### src/rtl/poly_pkg.sv
// Shared types for the polyphonic voice sequencer: FSM state encoding and
// the voice-index width helper used by poly_seq_ctrl and its delay line.
package poly_pkg;

   typedef enum logic [1:0] {
      SCAN  = 2'd0,
      ISSUE = 2'd1,
      DRAIN = 2'd2,
      HOLD  = 2'd3
   } poly_state_t;

   // Voice index must be able to represent NUM_OSC itself (end-of-sweep marker).
   function automatic int osc_width(input int num_osc);
      return $clog2(num_osc + 1);
   endfunction

endpackage

### src/rtl/poly_acc_pipe.sv
// Fixed-latency {valid, tag} shift line carrying each divider launch to its
// accumulate strobe; freezes when en is low, reports empty when nothing is in flight.
module poly_acc_pipe #(
   parameter int DEPTH = 24,
   parameter int TAG_W = 4
) (
   input  logic             clk,
   input  logic             nrst,
   input  logic             en,
   input  logic             in_valid,
   input  logic [TAG_W-1:0] in_tag,
   output logic             out_valid,
   output logic [TAG_W-1:0] out_tag,
   output logic             empty
);

   logic [DEPTH-1:0] valid_r;
   logic [TAG_W-1:0] tag_r [DEPTH];

   // Shift one stage per enabled cycle; idle slots carry a zero tag.
   always_ff @(posedge clk or negedge nrst) begin
      if (!nrst) begin
         valid_r <= '0;
         for (int i = 0; i < DEPTH; i++) begin
            tag_r[i] <= '0;
         end
      end else if (en) begin
         for (int i = DEPTH - 1; i > 0; i--) begin
            valid_r[i] <= valid_r[i-1];
            tag_r[i]   <= tag_r[i-1];
         end
         valid_r[0] <= in_valid;
         tag_r[0]   <= in_valid ? in_tag : '0;
      end else begin
         valid_r <= valid_r;
      end
   end

   assign out_valid = valid_r[DEPTH-1];
   assign out_tag   = tag_r[DEPTH-1];
   assign empty     = ~(|valid_r);

endmodule

### src/rtl/poly_seq_ctrl.sv
// Per-sample voice sweep sequencer feeding the shared divider and accumulator.
// Define POLY_SEQ_MASK_EN to honour voice_mask; otherwise every voice is swept.
module poly_seq_ctrl
   import poly_pkg::*;
#(
   parameter int NUM_OSC   = 13,
   parameter int ACC_DELAY = 24,
   parameter int OSC_W     = osc_width(NUM_OSC)
) (
   input  logic               MHz10,
   input  logic               nrst,
   input  logic               en,
   input  logic [NUM_OSC-1:0] voice_mask,
   input  logic               ready,
   input  logic               samp_enable,
   output logic               start,
   output logic [OSC_W-1:0]   osc_num,
   output logic               acc,
   output logic [OSC_W-1:0]   acc_osc,
   output logic               store_samp,
   output logic               clr,
   output logic               overrun
);

   poly_state_t      state_r;
   logic [OSC_W-1:0] osc_num_r;
   logic             sweep_done_s;
   logic             voice_on_s;
   logic             start_s;
   logic             pipe_valid_s;
   logic [OSC_W-1:0] pipe_tag_s;
   logic             pipe_empty_s;

   assign sweep_done_s = (osc_num_r == OSC_W'(NUM_OSC));

`ifdef POLY_SEQ_MASK_EN
   // Voice activity from the mask; the end-of-sweep index is never active.
   always_comb begin
      voice_on_s = 1'b0;
      if (sweep_done_s) begin
         voice_on_s = 1'b0;
      end else begin
         voice_on_s = voice_mask[osc_num_r];
      end
   end
`else
   logic mask_unused_s;
   assign mask_unused_s = ^voice_mask;

   // Legacy full sweep: every voice is treated as active.
   always_comb begin
      voice_on_s = 1'b1;
   end
`endif

   // Launch the divider for the current voice when it is active and ready.
   always_comb begin
      start_s = 1'b0;
      if (nrst && en && (state_r == SCAN) && !sweep_done_s && voice_on_s && ready) begin
         start_s = 1'b1;
      end else begin
         start_s = 1'b0;
      end
   end

   // Sweep FSM: every transition and index update waits for en.
   always_ff @(posedge MHz10 or negedge nrst) begin
      if (!nrst) begin
         state_r   <= SCAN;
         osc_num_r <= '0;
      end else if (en) begin
         case (state_r)
            SCAN: begin
               if (sweep_done_s) begin
                  state_r <= DRAIN;
               end else if (!voice_on_s) begin
                  osc_num_r <= osc_num_r + OSC_W'(1);
               end else if (ready) begin
                  state_r <= ISSUE;
               end else begin
                  state_r <= SCAN;
               end
            end
            ISSUE: begin
               osc_num_r <= osc_num_r + OSC_W'(1);
               state_r   <= SCAN;
            end
            DRAIN: begin
               if (pipe_empty_s) begin
                  state_r <= HOLD;
               end else begin
                  state_r <= DRAIN;
               end
            end
            HOLD: begin
               if (samp_enable) begin
                  osc_num_r <= '0;
                  state_r   <= SCAN;
               end else begin
                  state_r <= HOLD;
               end
            end
            default: begin
               state_r   <= SCAN;
               osc_num_r <= '0;
            end
         endcase
      end else begin
         state_r <= state_r;
      end
   end

   poly_acc_pipe #(
      .DEPTH (ACC_DELAY),
      .TAG_W (OSC_W)
   ) u_acc_pipe (
      .clk       (MHz10),
      .nrst      (nrst),
      .en        (en),
      .in_valid  (start_s),
      .in_tag    (osc_num_r),
      .out_valid (pipe_valid_s),
      .out_tag   (pipe_tag_s),
      .empty     (pipe_empty_s)
   );

   // Strobes are gated by en (and reset) so a frozen sequencer emits nothing.
   always_comb begin
      store_samp = 1'b0;
      overrun    = 1'b0;
      acc        = 1'b0;
      if (nrst && en) begin
         store_samp = samp_enable && (state_r == HOLD);
         overrun    = samp_enable && (state_r != HOLD);
         acc        = pipe_valid_s;
      end else begin
         store_samp = 1'b0;
         overrun    = 1'b0;
         acc        = 1'b0;
      end
   end

   assign start   = start_s;
   assign clr     = store_samp;
   assign osc_num = osc_num_r;
   assign acc_osc = pipe_tag_s;

endmodule

### config.mk
export PLATFORM = sky130hd
export DESIGN_NAME = poly_seq_ctrl
export DESIGN_NICKNAME = d
export VERILOG_FILES = /design/src/rtl/poly_pkg.sv /design/src/rtl/poly_acc_pipe.sv /design/src/rtl/poly_seq_ctrl.sv
export SDC_FILE = /design/constraint.sdc
export NUM_CORES = 1
export LEC_CHECK = 0
export ABC_AREA = 1
export CORE_MARGIN = 5
export CORE_UTILIZATION = 61
export CTS_BUF_LIST = sky130_fd_sc_hd__clkbuf_4 sky130_fd_sc_hd__clkbuf_8
export DETAILED_ROUTE_END_ITERATION = 6
export PLACE_DENSITY = 0.9
export SLEW_MARGIN = 20
export SYNTH_ARGS = -nofsm -noshare
export SYNTH_HDL_FRONTEND = slang
export SYNTH_SLANG_ARGS = --single-unit
### constraint.sdc
create_clock -name MHz10 -period 1.6 [get_ports MHz10]
set_input_delay 0.32 -clock MHz10 [delete_from_list [all_inputs] [get_ports MHz10]]
set_output_delay 0.32 -clock MHz10 [all_outputs]
set_load 0.05 [all_outputs]
==> run metrics <==
status finished with violations; failing checks negative setup slack; r2r setup slk 0.19 ns; clock skew 0.0114 ns; Seq. cell area 3160 um^2; Iteration-0 DRC Markers 329; r2r startpoint osc_num[0]; GRT busiest layer met2; multi-input logic area 1420 um^2; cells along the critical path ha_4 -> nand3_2 -> nand3_2 -> or2_4 -> clkinvlp_4 -> buf_12; Area Growth Syn to Fin 17.2%; syn_nets 547; final setup vio count 4; Switching Share 30.4%; Final GP Congestion 0.770; DR vias 3639; worst-case clock buffer depth 2; largest net degree at the start of global routing 127; worst setup path class reg -> out; setup ws final -0.345 ns; design area 5810 um^2; Total Routing Usage GR 21.3%; met1 usage 25.2%; slowest CP cell dfrtp_2; Startpoint Class register; fmax 514 MHz; Switch Pwr 2.39 mW; Clock power frac 32.9%; htree depth 4; Mapped Cells 527; RSZ-0062 raised after global routing yes; CTS Buf Count 17; vias in the first global route 3729; Worst R2R End osc_num[2]; Detail Placement HPWL 5.44 mm; required time of the worst setup path 1.28 ns; crit path capture type output port; commonest non-fill, non-tap cells in the layout 141 x nand2_1, 122 x dfrtp_1, 111 x o21ai_0; fin crit period 1.95 ns; Post-Route WL 9.94 mm; number of cells on the critical path 6; Final Max Tran Viols 0; share of post-route cells with drive strength above 1 16.3%; nets 572; Critical Path Sink start; Antenna Cells 0; port buffer count 17; Num Clock Sinks 126; CP max FO 2; Logic pwr share 19.6%; sequential power share 47.5%; cell mode on critical path nand3_2; Die Width 100 um; Synth warnings 0; syn_area_per_cell 9.40 um^2; slowest stage delay, CP 0.43 ns; P_int 5.46 mW; final setup TNS -1.08 ns; first-pass GRT wire length 16.7 mm; Buf+Inv Stages, Crit Path 2; post-route clock period utilization 122%; clk root buf clkbuf_8; Initial Util 63.5%; Netlist cell types 24; later-pin clock latency in the skew report 0.43 ns; share of the yosys chip area belonging to registers 63.6%; crit path DAT 1.63 ns; Vias per Instance 5.46; grt ovf 0; TritonCTS clock tree done; synthesized cell area 4960 um^2; height of the die 100 um; DRC 0; Power Density 1350 nW/um^2; fill cell instance count of the final layout 460; # IOs 31; Post-DRT Antenna Nets 0; Slew HR 57.1%; Hold Vio Cnt, Final 0; num rows 32; Initial DRT Pass Iterations 5; die area 10000 um^2; number of synthesized register bits 126; R2R cell count 6; total of max-cap violations 0; hold crit path type in -> async; leakage power 2.68 nW; cts hold-fix bufs 0; Placed Area 5330 um^2; routed len/inst 14.9 um; grt met2 use 34.8%; initial antenna violation count 0; delay-heaviest family, CP flip-flops; CP Launch Point osc_num[0]; Core Box Area 7810 um^2; worst vdd ir 0.00108 V; commonest non-fill, non-tap cell in the layout nand2_1; measured slew at the worst slew-check pin 0.644 ns; met3 Track Usage GR 7.44%; Final Util 74.4%; CTS clk-pin slew, worst paths 0.07 ns
==> sequential cells by signal, indices dropped and copies added, names as in the netlist <==
| signal | flops |
|---|---|
| osc_num | 4 |
| u_acc_pipe.valid_r | 24 |
| u_acc_pipe.out_tag | 4 |
| state_r | 2 |
| u_acc_pipe.tag_r | 92 |
==> stage by stage <==
| stage | setup WS [ns] | hold slack (ns) | std cells | power [mW] |
|---|---|---|---|---|
| 5_1_grt | -0.429 | 0.0831 | 667 | 8.21 |
| 2_1_floorplan | -0.304 | 0.0244 | 527 | 4.58 |
| 6_report | -0.345 | 0.0220 | 667 | 7.84 |
| 3_3_place_gp | -0.108 | 0.454 | 627 | 5.06 |
| 3_5_place_dp | -0.101 | 0.463 | 627 | 5.16 |
| 4_1_cts | -0.336 | 0.0734 | 663 | 7.76 |
==> how the worst min path moves through the flow <==
stage | to | slack, ns
floorplan | osc_num[0] | 0.02
global placement | u_acc_pipe.tag_r[52] | 0.45
detailed placement | u_acc_pipe.tag_r[39] | 0.46
CTS | u_acc_pipe.tag_r[18] | 0.07
global route | u_acc_pipe.tag_r[46] | 0.08
finish | u_acc_pipe.tag_r[40] | 0.02
==> synth_stat cells (all sizes together) <==
cell | n | share of area [%]
buf | 23 | 3.0
clkbuf | 9 | 0.68
ha | 2 | 0.50
nand4 | 3 | 0.38
nand3 | 7 | 0.81
or2 | 2 | 0.25
nor3 | 2 | 0.20
nor2 | 21 | 1.6
o21ai | 115 | 12
o31ai | 1 | 0.15
nand2 | 143 | 11
dfrtp | 126 | 64
a41oi | 1 | 0.18
o22ai | 3 | 0.76
inv | 69 | 5.2
==> metal layers <==
layer,vias up,part of all wire [%]
met5,-,0
met1,1798,40
met4,0,2.8
li1,1697,-
met2,113,53
met3,31,4.9
==> layout make-up <==
class / instances / area share, %
Sequential cell: 126 / 54.3
Timing Repair Buffer: 38 / 7.99
Multi-Input combinational cell: 300 / 24.4
Tap cell: 102 / 2.20
Inverter: 69 / 4.52
Clock inverter: 13 / 2.00
Clock buffer: 19 / 4.50
==> cells by family after synthesis <==
| group | share of synthesized area [%] |
|---|---|
| buf+inv | 8.94 |
| compound gates | 12.8 |
| flops | 63.6 |
| fa+ha+maj | 0.505 |
| simple gates | 14.2 |
==> power by group through the flow <==
| stage | logic (mW) | clock network [mW] | registers (mW) |
|---|---|---|---|
| after floorplan | 0.665 | 0 | 3.91 |
| after global placement | 1.31 | 0 | 3.75 |
| after detailed placement | 1.38 | 0 | 3.78 |
| after CTS | 1.44 | 2.59 | 3.72 |
| after global routing | 1.69 | 2.76 | 3.76 |
| final | 1.54 | 2.58 | 3.73 |
==> what timing repair did <==
action,in CTS,in global routing
gates resized for setup,4,7
pin swaps,5,1
buffers inserted,4,4
setup endpoints to repair,4,4
No activity file was read; power rests on OpenSTA's default activity.
